## src/rtl/divider_pkg.sv

```systemverilog
// Shared ALU definitions for the sequential divider: FSM encodings,
// default operand width and iteration-counter sizing.
package divider_pkg;

   typedef enum logic [1:0] {
      IDLE = 2'd0,
      CALC = 2'd1,
      DONE = 2'd2
   } state_t;

   localparam int ALU_WIDTH = 16;

   // Counter must hold N-1; never let it collapse to zero bits.
   function automatic int cnt_width(input int n);
      return (n > 1) ? $clog2(n) : 1;
   endfunction

endpackage

```

## src/rtl/divider_step.sv

```systemverilog
// One restoring radix-2 iteration: shift in the next dividend bit,
// trial-subtract the divisor and keep or restore the partial remainder.
module div_step #(
   parameter int N = 16
) (
   input  logic [N-1:0] rem_in,
   input  logic         msb,
   input  logic [N-1:0] divisor,
   output logic [N-1:0] rem_out,
   output logic         q_bit
);

   logic [N:0]   shifted;
   logic [N-1:0] diff;

   // When the subtraction succeeds the true difference is below the
   // divisor, so an N-bit modular subtract is exact.
   always_comb begin
      shifted = {rem_in, msb};
      q_bit   = (shifted >= {1'b0, divisor});
      diff    = shifted[N-1:0] - divisor;
      rem_out = q_bit ? diff : shifted[N-1:0];
   end

endmodule

```

## src/rtl/divider.sv

```systemverilog
// Sequential unsigned restoring divider: one quotient bit per clock,
// registered results with a single-cycle finish strobe.
module divider
   import divider_pkg::*;
#(
   parameter int N = ALU_WIDTH
) (
   input  logic         clk,
   input  logic         rst,
   input  logic         start,
   input  logic [N-1:0] a,
   input  logic [N-1:0] b,
   output logic [N-1:0] quotient,
   output logic [N-1:0] remainder,
   output logic         finish,
   output logic         busy,
   output logic         div_by_zero
);

   localparam int CW = cnt_width(N);

   state_t        state;
   state_t        state_nxt;
   logic [N-1:0]  dvd;
   logic [N-1:0]  dvs;
   logic [N-1:0]  prem;
   logic [N-1:0]  prem_nxt;
   logic          q_bit;
   logic [CW-1:0] cnt;

   div_step #(.N(N)) u_step (
      .rem_in  (prem),
      .msb     (dvd[N-1]),
      .divisor (dvs),
      .rem_out (prem_nxt),
      .q_bit   (q_bit)
   );

   always_ff @(posedge clk or negedge rst) begin
      if (!rst) state <= IDLE;
      else      state <= state_nxt;
   end

   always_comb begin
      state_nxt = state;
      case (state)
         IDLE: if (start) state_nxt = (b == '0) ? DONE : CALC;
         CALC: if (cnt == '0) state_nxt = DONE;
         DONE: state_nxt = IDLE;
         default: state_nxt = IDLE;
      endcase
   end

   always_comb begin
      finish = (state == DONE);
      busy   = (state != IDLE);
   end

   // Dividend register doubles as the quotient shift register.
   always_ff @(posedge clk or negedge rst) begin
      if (!rst) begin
         dvd         <= '0;
         dvs         <= '0;
         prem        <= '0;
         cnt         <= '0;
         quotient    <= '0;
         remainder   <= '0;
         div_by_zero <= 1'b0;
      end else begin
         case (state)
            IDLE: begin
               if (start) begin
                  dvd  <= a;
                  dvs  <= b;
                  prem <= '0;
                  cnt  <= CW'(N - 1);
                  if (b == '0) begin
                     quotient    <= '1;
                     remainder   <= a;
                     div_by_zero <= 1'b1;
                  end
               end
            end
            CALC: begin
               dvd  <= {dvd[N-2:0], q_bit};
               prem <= prem_nxt;
               cnt  <= cnt - CW'(1);
               if (cnt == '0) begin
                  quotient    <= {dvd[N-2:0], q_bit};
                  remainder   <= prem_nxt;
                  div_by_zero <= 1'b0;
               end
            end
            default: ;
         endcase
      end
   end

endmodule
```

## config.mk

```make
export PLATFORM = sky130hd
export DESIGN_NAME = divider
export DESIGN_NICKNAME = d
export VERILOG_FILES = /design/src/rtl/divider_pkg.sv /design/src/rtl/divider_step.sv /design/src/rtl/divider.sv
export SDC_FILE = /design/constraint.sdc
export NUM_CORES = 1
export LEC_CHECK = 0
export CAP_MARGIN = 20
export CORE_MARGIN = 8
export CORE_UTILIZATION = 35
export CTS_CLUSTER_DIAMETER = 40
export DETAILED_ROUTE_END_ITERATION = 8
export GPL_TIMING_DRIVEN = 0
export HOLD_SLACK_MARGIN = 0.06
export SYNTH_ARGS = -nofsm -noshare
export SYNTH_HDL_FRONTEND = slang
export SYNTH_SLANG_ARGS = --single-unit
```

## constraint.sdc

```tcl
create_clock -name clk -period 2.25 [get_ports clk]
set_input_delay 0.3375 -clock clk [delete_from_list [all_inputs] [get_ports clk]]
set_output_delay 0.3375 -clock clk [all_outputs]
set_load 0.01 [all_outputs]
```

# Word level (Yosys, flattened, before mapping)

Cells that the tools add are included.

Bits in registers: 87
Word-level logic and storage cells: 48

Add/sub/neg operators: 2
$lt $le $gt $ge: 1
Equality and inequality tests: 5
Mux-type cells: 23
Reduce and logical (&&, ||, !) cells: 9

Operator list:

| operator            | number |
|---|---|
| $mux 16             | 9 |
| $pmux 16 s2         | 4 |
| $ge 17x16->1        | 1 |
| $logic_not 16->1    | 1 |
| $sub 16x16->16      | 1 |
| $pmux 4 s2          | 1 |
| $mux 2              | 3 |
| $ne 2x2->1 const B  | 3 |
| $reduce_and 2->1    | 3 |
| $logic_not 4->1     | 1 |
| $mux 4              | 1 |
| $pmux 2 s2          | 1 |
| $reduce_and 4->1    | 1 |
| $reduce_bool 2->1   | 2 |
| $sub 4x1->4 const B | 1 |
| $mux 1              | 3 |
| $eq 2x1->1 const B  | 1 |
| $eq 2x2->1 const B  | 1 |
| $logic_not 2->1     | 1 |
| $pmux 1 s2          | 1 |

# Depth between registers and ports, before layout

Gate-level depths: netlist of run 1.

Word-level depth: 4
Gate-level depth with buffers: 11
Gate-level depth less buffers: 11

# Hierarchy

From an unflattened synthesis of run 1, not the netlist that was laid out.

Cells, all modules: 501
Area, all modules: 4748.3 um^2

By module, submodules not included:

| module   | times used | cells each | area an instance (um^2) | seq. area each (um^2) |
|---|---|---|---|---|
| divider  | 1          | 345        | 3583.4                  | 2177.1 |
| div_step | 1          | 156        | 1164.9                  | 0.0 |

# Worst setup path after synthesis of run 1

OpenSTA, ideal clock, no wires.

Path kind: register to register
Start: register prem[13]
End: register remainder[11]
Setup time: 0.084 ns
Arrival time: 2.251 ns
Data required time: 2.166 ns
Path slack: -0.085 ns
Stages on the path, launching flop included: 9
Period minus slack after synthesis: 2.335 ns
Cells stage by stage: dfrtp_1 ha_1 a21o_1 a211o_1 a21o_1 a311oi_4 buf_6 nand2_1 a41oi_2

Longest elaborated chain between the ends: 4

RTL lines:

| item                   | line               | source |
|---|---|---|
| start, declared        | divider.sv:26      | `logic [N-1:0] prem;` |
| start signal, assigned | divider.sv:86      | `prem <= prem_nxt;` |
| $ge 17x16->1           | divider_step.sv:20 | `q_bit = (shifted >= {1'b0, divisor});` |
| $mux 16                | divider_step.sv:22 | `rem_out = q_bit ? diff : shifted[N-1:0];` |
| $mux 16                | divider.sv:88      | `if (cnt == '0) begin` |
| $pmux 16 s2            | divider.sv:70      | `case (state)` |
| end signal, assigned   | divider.sv:90      | `remainder <= prem_nxt;` |
| end, declared          | divider.sv:14      | `output logic [N-1:0] remainder,` |

No other way between the ends. The select of a mux whose other input is x is not followed.
A chain may end at the register's enable or synchronous reset.

# Final worst setup path of run 1

Start: register dvd[15]
End: register prem[14]

Longest elaborated chain between the ends: 3
Elaborated cells on any way between the ends: 4

RTL lines:

| item                                                  | line                                   | source |
|---|---|---|
| start, declared                                       | divider.sv:24                          | `logic [N-1:0] dvd;` |
| start signal, assigned                                | divider.sv:85                          | `dvd <= {dvd[N-2:0], q_bit};` |
| $sub 16x16->16 / $ge 17x16->1 (equally long branches) | divider_step.sv:21, divider_step.sv:20 |  |
| $mux 16 (*)                                           | divider_step.sv:22                     |  |
| $pmux 16 s2 (*)                                       | divider.sv:70                          |  |

Mark *: on every way between the ends. The rest lies on a longest branch, timed or not.

==> out/qor.yml, run 1 <==
run_status:
  status: "finished with violations"
  violations: "setup timing"
timing:
  tightestPinTransition_ns: 0.591
  setup_ws_ns: -0.156
  setup_viol: 24
  fin_crit_ns: 2.41
  fmax_mhz: 416
  finalHoldViolCount: 0
  maxSlewViolCount: 0
  fin_crit_sh_pct: 107
  slew_headroom_pct: 60.6
  rsz0062_at_grt: "yes"
  skew_ns: 0.00915
floorplan:
  start_util_pct: 35.6
  num_rows: 41
  die_h_um: 129
  io_pins: 70
  core_area_um2: 12600
  die_width_um: 129
  die_area_um2: 16700
worst_setup_path:
  critical_path.startpoint: "dvd[15]$_DFFE_PN0P_"
  reg2reg_depth: 10
  cp_slowest_cell: "o41ai_4"
  path_class: "flip-flop to flip-flop"
  arrival_ns: 2.63
  r2r_start: "dvd[15]$_DFFE_PN0P_"
  cp_num_buf_inv: 2
  cp_max_fo: 3
  crit_family: "compound AO/OA/AOI/OAI gates"
  cpPeakStageDelay_ns: 0.42
  worstSetupPathDepth: 10
  reg2reg_slack_ns: -0.16
  crit_path_start_kind: "flip-flop"
  crit_chain: "inv_1 > ha_2 > inv_2 > fa_2 > nand3_2 > a21oi_4 > o41ai_4 > a31oi_1 > o311a_4 > a221o_1"
  r2r_end: "prem[14]$_DFFE_PN0P_"
  cp-endpoint: "prem[14]$_DFFE_PN0P_"
  end_kind: "flip-flop"
  worstPathRequired_ns: 2.47
synthesis:
  synth_top_family_by_area: "simple AND/OR/NAND/NOR gates"
  synth_seq_cells: 87
  yosysWarnings: 0
  synth-xor-area-share_pct: 2.15
  synth_edf_count: 0
  synth_top_flop_cell: "dfrtp_1"
  synth_cells: 509
  synth_top_area_share_pct: 48.6
  syn_nets: 562
  synthesis.area_um2: 4480
  synthMuxAreaShare_pct: 0.698
  async_reset_ff_share_pct: 100
  yosysSeqAreaShare_pct: 48.6
  synth_fa_ha_area_share_pct: 5.19
  synth.largest_area_cell: "dfrtp_1"
  ys_types: 48
  synth-simple-area-share_pct: 19.6
  synth_compound_area_share_pct: 19.4
  syn_avg_cell_area_um2: 8.80
  synthTopCellsByArea: "dfrtp_1 49%, nand2_1 7.5%, nor2_1 6.5%, ha_1 4.7%, a31oi_1 3.9%"
cells_and_area:
  fillCellCount: 1149
  n_antenna_cell: 0
  area_growth_pct: 44.0
  layout.nets: 674
  post-route-util_pct: 51.3
  multiInputGateArea_um2: 2540
  postLayoutCellArea_um2: 6450
  seqCellArea_um2: 2180
  drive_gt1_share_pct: 21.8
placement:
  dp_hpwl_mm: 9.69
  gp_congestion: 0.825
  placed_area_um2: 5430
  numPortBuffers: 69
clocking:
  clkTransAtPathRegs_ns: 0.06
  cts_buffer_depth: 2
  htreeDepth: 3
  cts_tree: "done"
  cts.sinks: 87
  cts-root-buf: "clkbuf_16"
  insertion_delay_ns: 0.34
  cts_made_buffers: 9
power:
  power_w: 0.0113
  power_density_nw_per_um2: 1750
  peakVddDrop_v: 0.000696
  p_leak_nw: 2.73
drt:
  vias: 4122
  vias_per_cell: 5.17
  drt_iter0_markers: 255
  drc: 0
  wl_per_cell_um: 17.3
  drt_first_pass_iters: 5
  routed_wl_mm: 13.8
  final_antenna_net_count: 0
hold_path:
  min_path_type: "input pin to async pin"
global_route:
  grt_pass1_vias: 4195
  track_usage_pct: 16.6
  antenna_found_initial: 0
  grt_first_pass_wirelength_mm: 21.7
  overflow: 0
  grt_max_degree: 73
run:
  cap_violations: 0
==> cell usage in the layout (no fill, tap or decap), types with 3 or more instances in the layout <==
| cell type | count |
|---|---|
| a21oi_2 | 6 |
| buf_4 | 25 |
| or3_1 | 3 |
| nand2_1 | 82 |
| nand2_2 | 6 |
| nand3_1 | 5 |
| o21ai_2 | 3 |
| clkbuf_2 | 4 |
| dfrtp_1 | 82 |
| nand2b_1 | 6 |
| inv_2 | 4 |
| ha_1 | 6 |
| dfrtp_2 | 5 |
| clkbuf_1 | 10 |
| buf_1 | 3 |
| clkdlybuf4s50_1 | 68 |
| nor4_1 | 4 |
| buf_2 | 3 |
| nand4_1 | 4 |
| a31oi_1 | 27 |
| a22oi_2 | 8 |
| a21o_1 | 6 |
| clkbuf_4 | 4 |
| a41oi_2 | 6 |
| o21ai_0 | 26 |
| nor2b_1 | 3 |
| buf_6 | 6 |
| ha_4 | 9 |
| a21oi_1 | 24 |
| inv_1 | 18 |
| o21ai_1 | 3 |
| xor2_1 | 4 |
| xnor2_1 | 7 |
| nand3_2 | 5 |
| nor2_1 | 77 |
| o21bai_1 | 3 |
| clkbuf_16 | 10 |
==> cells by family (layout without fill, tap and decap cells) <==
logic type      Yosys count  count (layout)
fa+ha+maj                18              18
xor+xnor                 11              11
buf+inv                  48             164
simple gates            209             209
mux                       3               3
flops                    87              87
compound gates          133             133
==> what timing repair did <==
action | in CTS | in global routing
resized for setup | 45 | 70
gates cloned | 1 | 1
hold endpoints to repair | 15 | 0
endpoints found under the setup margin | 51 | 50
setup buffers | 15 | 17
pin swaps | 19 | 32
hold buffers | 1 | 0
==> metal layers <==
layer  GRT usage (%)  routed length, um  vias to the layer above  share of wire (%)
met4            5.18                240                        0                1.7
li1                -                  -                     1994                  -
met3            3.90                693                       18                5.0
met5               0                  0                        -                  0
met1            21.5               6060                     2019                 44
met2            26.9               6770                       91                 49
==> state kept, by name, summed over array words and instances (netlist names) <==
| register | count |
|---|---|
| state | 2 |
| cnt | 4 |
| div_by_zero | 1 |
| prem | 16 |
| dvs | 16 |
| quotient | 16 |
| dvd | 16 |
| remainder | 16 |
==> layout make-up <==
cell class | instances | area share, %
buffer | 25 | 2.11
clock buffer | 10 | 3.55
clock inverter | 5 | 0.912
inverter | 22 | 1.28
multi-input combinational | 374 | 39.3
sequential | 87 | 33.9
tap | 172 | 3.34
timing repair buffer | 102 | 15.6
==> through the flow <==
stage | setup TNS [ns] | std cells | hold slack (ns) | worst slack, ns
after floorplan | 0 | 509 | 0.0419 | 0.0164
after global placement | -225.22 | 750 | 0.491 | -2.29
after detailed placement | -29.63 | 751 | 0.223 | -0.811
after CTS | -2.69 | 781 | 0.396 | -0.156
after global routing | -3.96 | 797 | 0.427 | -0.284
final | -1.40 | 797 | 0.396 | -0.156
==> cell usage after synthesis (all sizes together) (7+ instances only) <==
library cell / count
inv: 22
dfrtp: 87
nor2: 78
a31oi: 28
ha: 17
nand2: 90
clkbuf: 15
a22oi: 9
o21ai: 32
xnor2: 7
nand3: 11
buf: 11
a21oi: 32
==> worst min-delay path by stage <==
| stage | start | end | slack (ns) | cells past startpoint |
|---|---|---|---|---|
| final | rst | dvs[3]$_DFFE_PN0P_ | 0.40 | 2 |
| after global routing | rst | dvs[3]$_DFFE_PN0P_ | 0.43 | 2 |
| after CTS | rst | dvs[3]$_DFFE_PN0P_ | 0.40 | 2 |
| after detailed placement | rst | dvs[3]$_DFFE_PN0P_ | 0.22 | 1 |
| after global placement | prem[1]$_DFFE_PN0P_ | prem[1]$_DFFE_PN0P_ | 0.49 | 2 |
| after floorplan | rst | cnt[0]$_DFFE_PN0P_ | 0.04 | 0 |
==> power breakdown <==
part	switching, W	internal (W)	total, W
registers	0.000520	0.00231	0.00283
logic	0.00378	0.00318	0.00696
clock network	0.000629	0.000857	0.00149
(Power assumes the default switching activity.)
==> run 2, diff against run 1 <==
CORE_ASPECT_RATIO = 0.75   (was default)
PLACE_DENSITY_LB_ADDON = 0.1   (was default)
==> out/qor.yml, run 2 (same netlist as run 1, synthesis figures left out) <==
placement:
  numPortBuffers: 69
  dp_hpwl_mm: 10.2
  gp_congestion: 0.845
  placed_area_um2: 5430
  placedCellCount: 745
run_status:
  status: "finished with violations"
  violations: "setup timing"
timing:
  fin_setup_tns_ns: -2.87
  setup_ws_ns: -0.160
  slew_headroom_pct: 53.3
  skew_ns: 0.00774
  fmax_mhz: 415
  tightestPinTransition_ns: 0.701
  fin_crit_sh_pct: 107
  rsz0062_at_grt: "yes"
  finalHoldViolCount: 0
  setup_viol: 31
  maxSlewViolCount: 0
  fin_crit_ns: 2.41
worst_setup_path:
  path_class: "flip-flop to flip-flop"
  crit_path_start_kind: "flip-flop"
  cp_slowest_cell: "dfrtp_1"
  reg2reg_depth: 12
  reg2reg_slack_ns: -0.16
  cpPeakStageDelay_ns: 0.41
  crit_chain: "ha_1 > buf_6 > nand4_1 > buf_6 > nor4_4 > a21o_1 > a311oi_4 > buf_6 > buf_8 > buf_6 > a21oi_4 > a31oi_1"
  critical_path.startpoint: "prem[11]$_DFFE_PN0P_"
  cp-endpoint: "remainder[0]$_DFFE_PN0P_"
  arrival_ns: 2.63
  end_kind: "flip-flop"
  r2r_end: "remainder[0]$_DFFE_PN0P_"
  r2r_start: "prem[11]$_DFFE_PN0P_"
  cp_max_fo: 5
  cp_common_cell: "buf_6"
  worstPathRequired_ns: 2.47
floorplan:
  io_pins: 70
  die_area_um2: 16700
  num_rows: 35
  die_width_um: 147
  die_h_um: 114
  core_area_um2: 12400
  start_util_pct: 36.2
drt:
  vias_per_cell: 5.27
  final_antenna_net_count: 0
  vias: 4174
  wl_per_cell_um: 18.4
  drt_first_pass_iters: 5
  drt_iter0_markers: 257
  routed_wl_mm: 14.6
  drc: 0
clocking:
  htreeDepth: 3
  cts-root-buf: "clkbuf_16"
  cts_tree: "done"
  cts_buffer_depth: 2
  clkTransAtPathRegs_ns: 0.07
  cts_made_buffers: 9
  insertion_delay_ns: 0.34
  cts.sinks: 87
run:
  cap_violations: 0
power:
  peakVddDrop_v: 0.000615
  p_leak_nw: 2.77
  power_w: 0.0118
  power_density_nw_per_um2: 1810
cells_and_area:
  postLayoutCellArea_um2: 6530
  final_common_cell: "dfrtp_1"
  n_antenna_cell: 0
  final_cell_mix: "86 x dfrtp_1, 80 x nand2_1, 76 x nor2_1, 68 x clkdlybuf4s50_1, 27 x a31oi_1"
  drive_gt1_share_pct: 21.6
  fillCellCount: 1112
  finalNonFillerCells: 792
  layout.nets: 674
  area_growth_pct: 45.8
global_route:
  grt_max_degree: 71
  overflow: 0
  grt_first_pass_wirelength_mm: 22.8
  track_usage_pct: 17.2
  grt_pass1_vias: 4304
  antenna_found_initial: 0
hold_path:
  min_path_type: "input pin to async pin"
[run 2: cell count changes in the layout (fill, tap and decap cells not counted), sizes merged]
cell,previous run,this run
bufinv,1,3
clkinvlp,2,1
clkbuf,28,26
buf,40,43
inv,23,22
[run 2: critical path: cells and delay by family, from the launching register on]
kind | cells | cell delay, ns
DFF | 1 | 0.41
adders and majority gates | 1 | 0.30
buffers and inverters | 5 | 0.70
and+or+nand+nor | 2 | 0.37
AOI/OAI and AO/OA | 4 | 0.52
[run 2: report_power, final]
group	leakage [nW]	internal, W	switching (W)	total [W]
registers	1.01	0.00230	0.000511	0.00282
logic	1.60	0.00328	0.00396	0.00724
clock network	0.160	0.00109	0.000652	0.00174
total	2.77	0.00668	0.00512	0.0118
[run 2: final cells by class]
class	count	area, um2	share of cell area, %
plain buffers	25	134	2.05
clock buffers	11	233	3.56
clock inverters	5	106	1.63
inverters	22	82.6	1.26
multi-input cells	374	2590	39.6
flip-flops and latches	87	2180	33.4
well taps	166	208	3.18
repair buffers	102	1000	15.4
[run 2: timing repair]
item | CTS | global route
cloned | 1 | 0
setup endpoints to repair | 51 | 42
hold buffers | 1 | 0
pin swaps | 29 | 18
endpoints found under the hold margin | 17 | 0
gates resized for setup | 81 | 37
buffers inserted | 25 | 5
[run 2: routing by layer]
layer  up-vias  global-route usage [%]  routed length (um)
li1       1997                       -                   -
met1      2067                    23.8                7250
met2        93                    26.2                6600
met3        17                    3.36                 521
met4         0                    5.89                 221
met5         -                       0                   0
[run 2: worst min path at each step]
| stage | startpoint | cells past startpoint | to |
|---|---|---|---|
| CTS | rst | 2 | dvs[5]$_DFFE_PN0P_ |
| global route | rst | 2 | dvs[5]$_DFFE_PN0P_ |
| detailed placement | rst | 1 | dvs[1]$_DFFE_PN0P_ |
| finish | rst | 2 | dvs[5]$_DFFE_PN0P_ |
| floorplan | rst | 0 | cnt[0]$_DFFE_PN0P_ |
| global placement | dvd[0]$_DFFE_PN0P_ | 2 | dvd[0]$_DFFE_PN0P_ |
[run 2: per-stage QoR]
step	util, %	worst slack (ns)	hold slack [ns]
4_1_cts	51.1	-0.0735	0.432
2_1_floorplan	-	0.0164	0.0419
6_report	52.7	-0.160	0.421
3_3_place_gp	43.6	-2.44	0.505
3_5_place_dp	43.8	-1.00	0.238
5_1_grt	52.7	-0.267	0.461
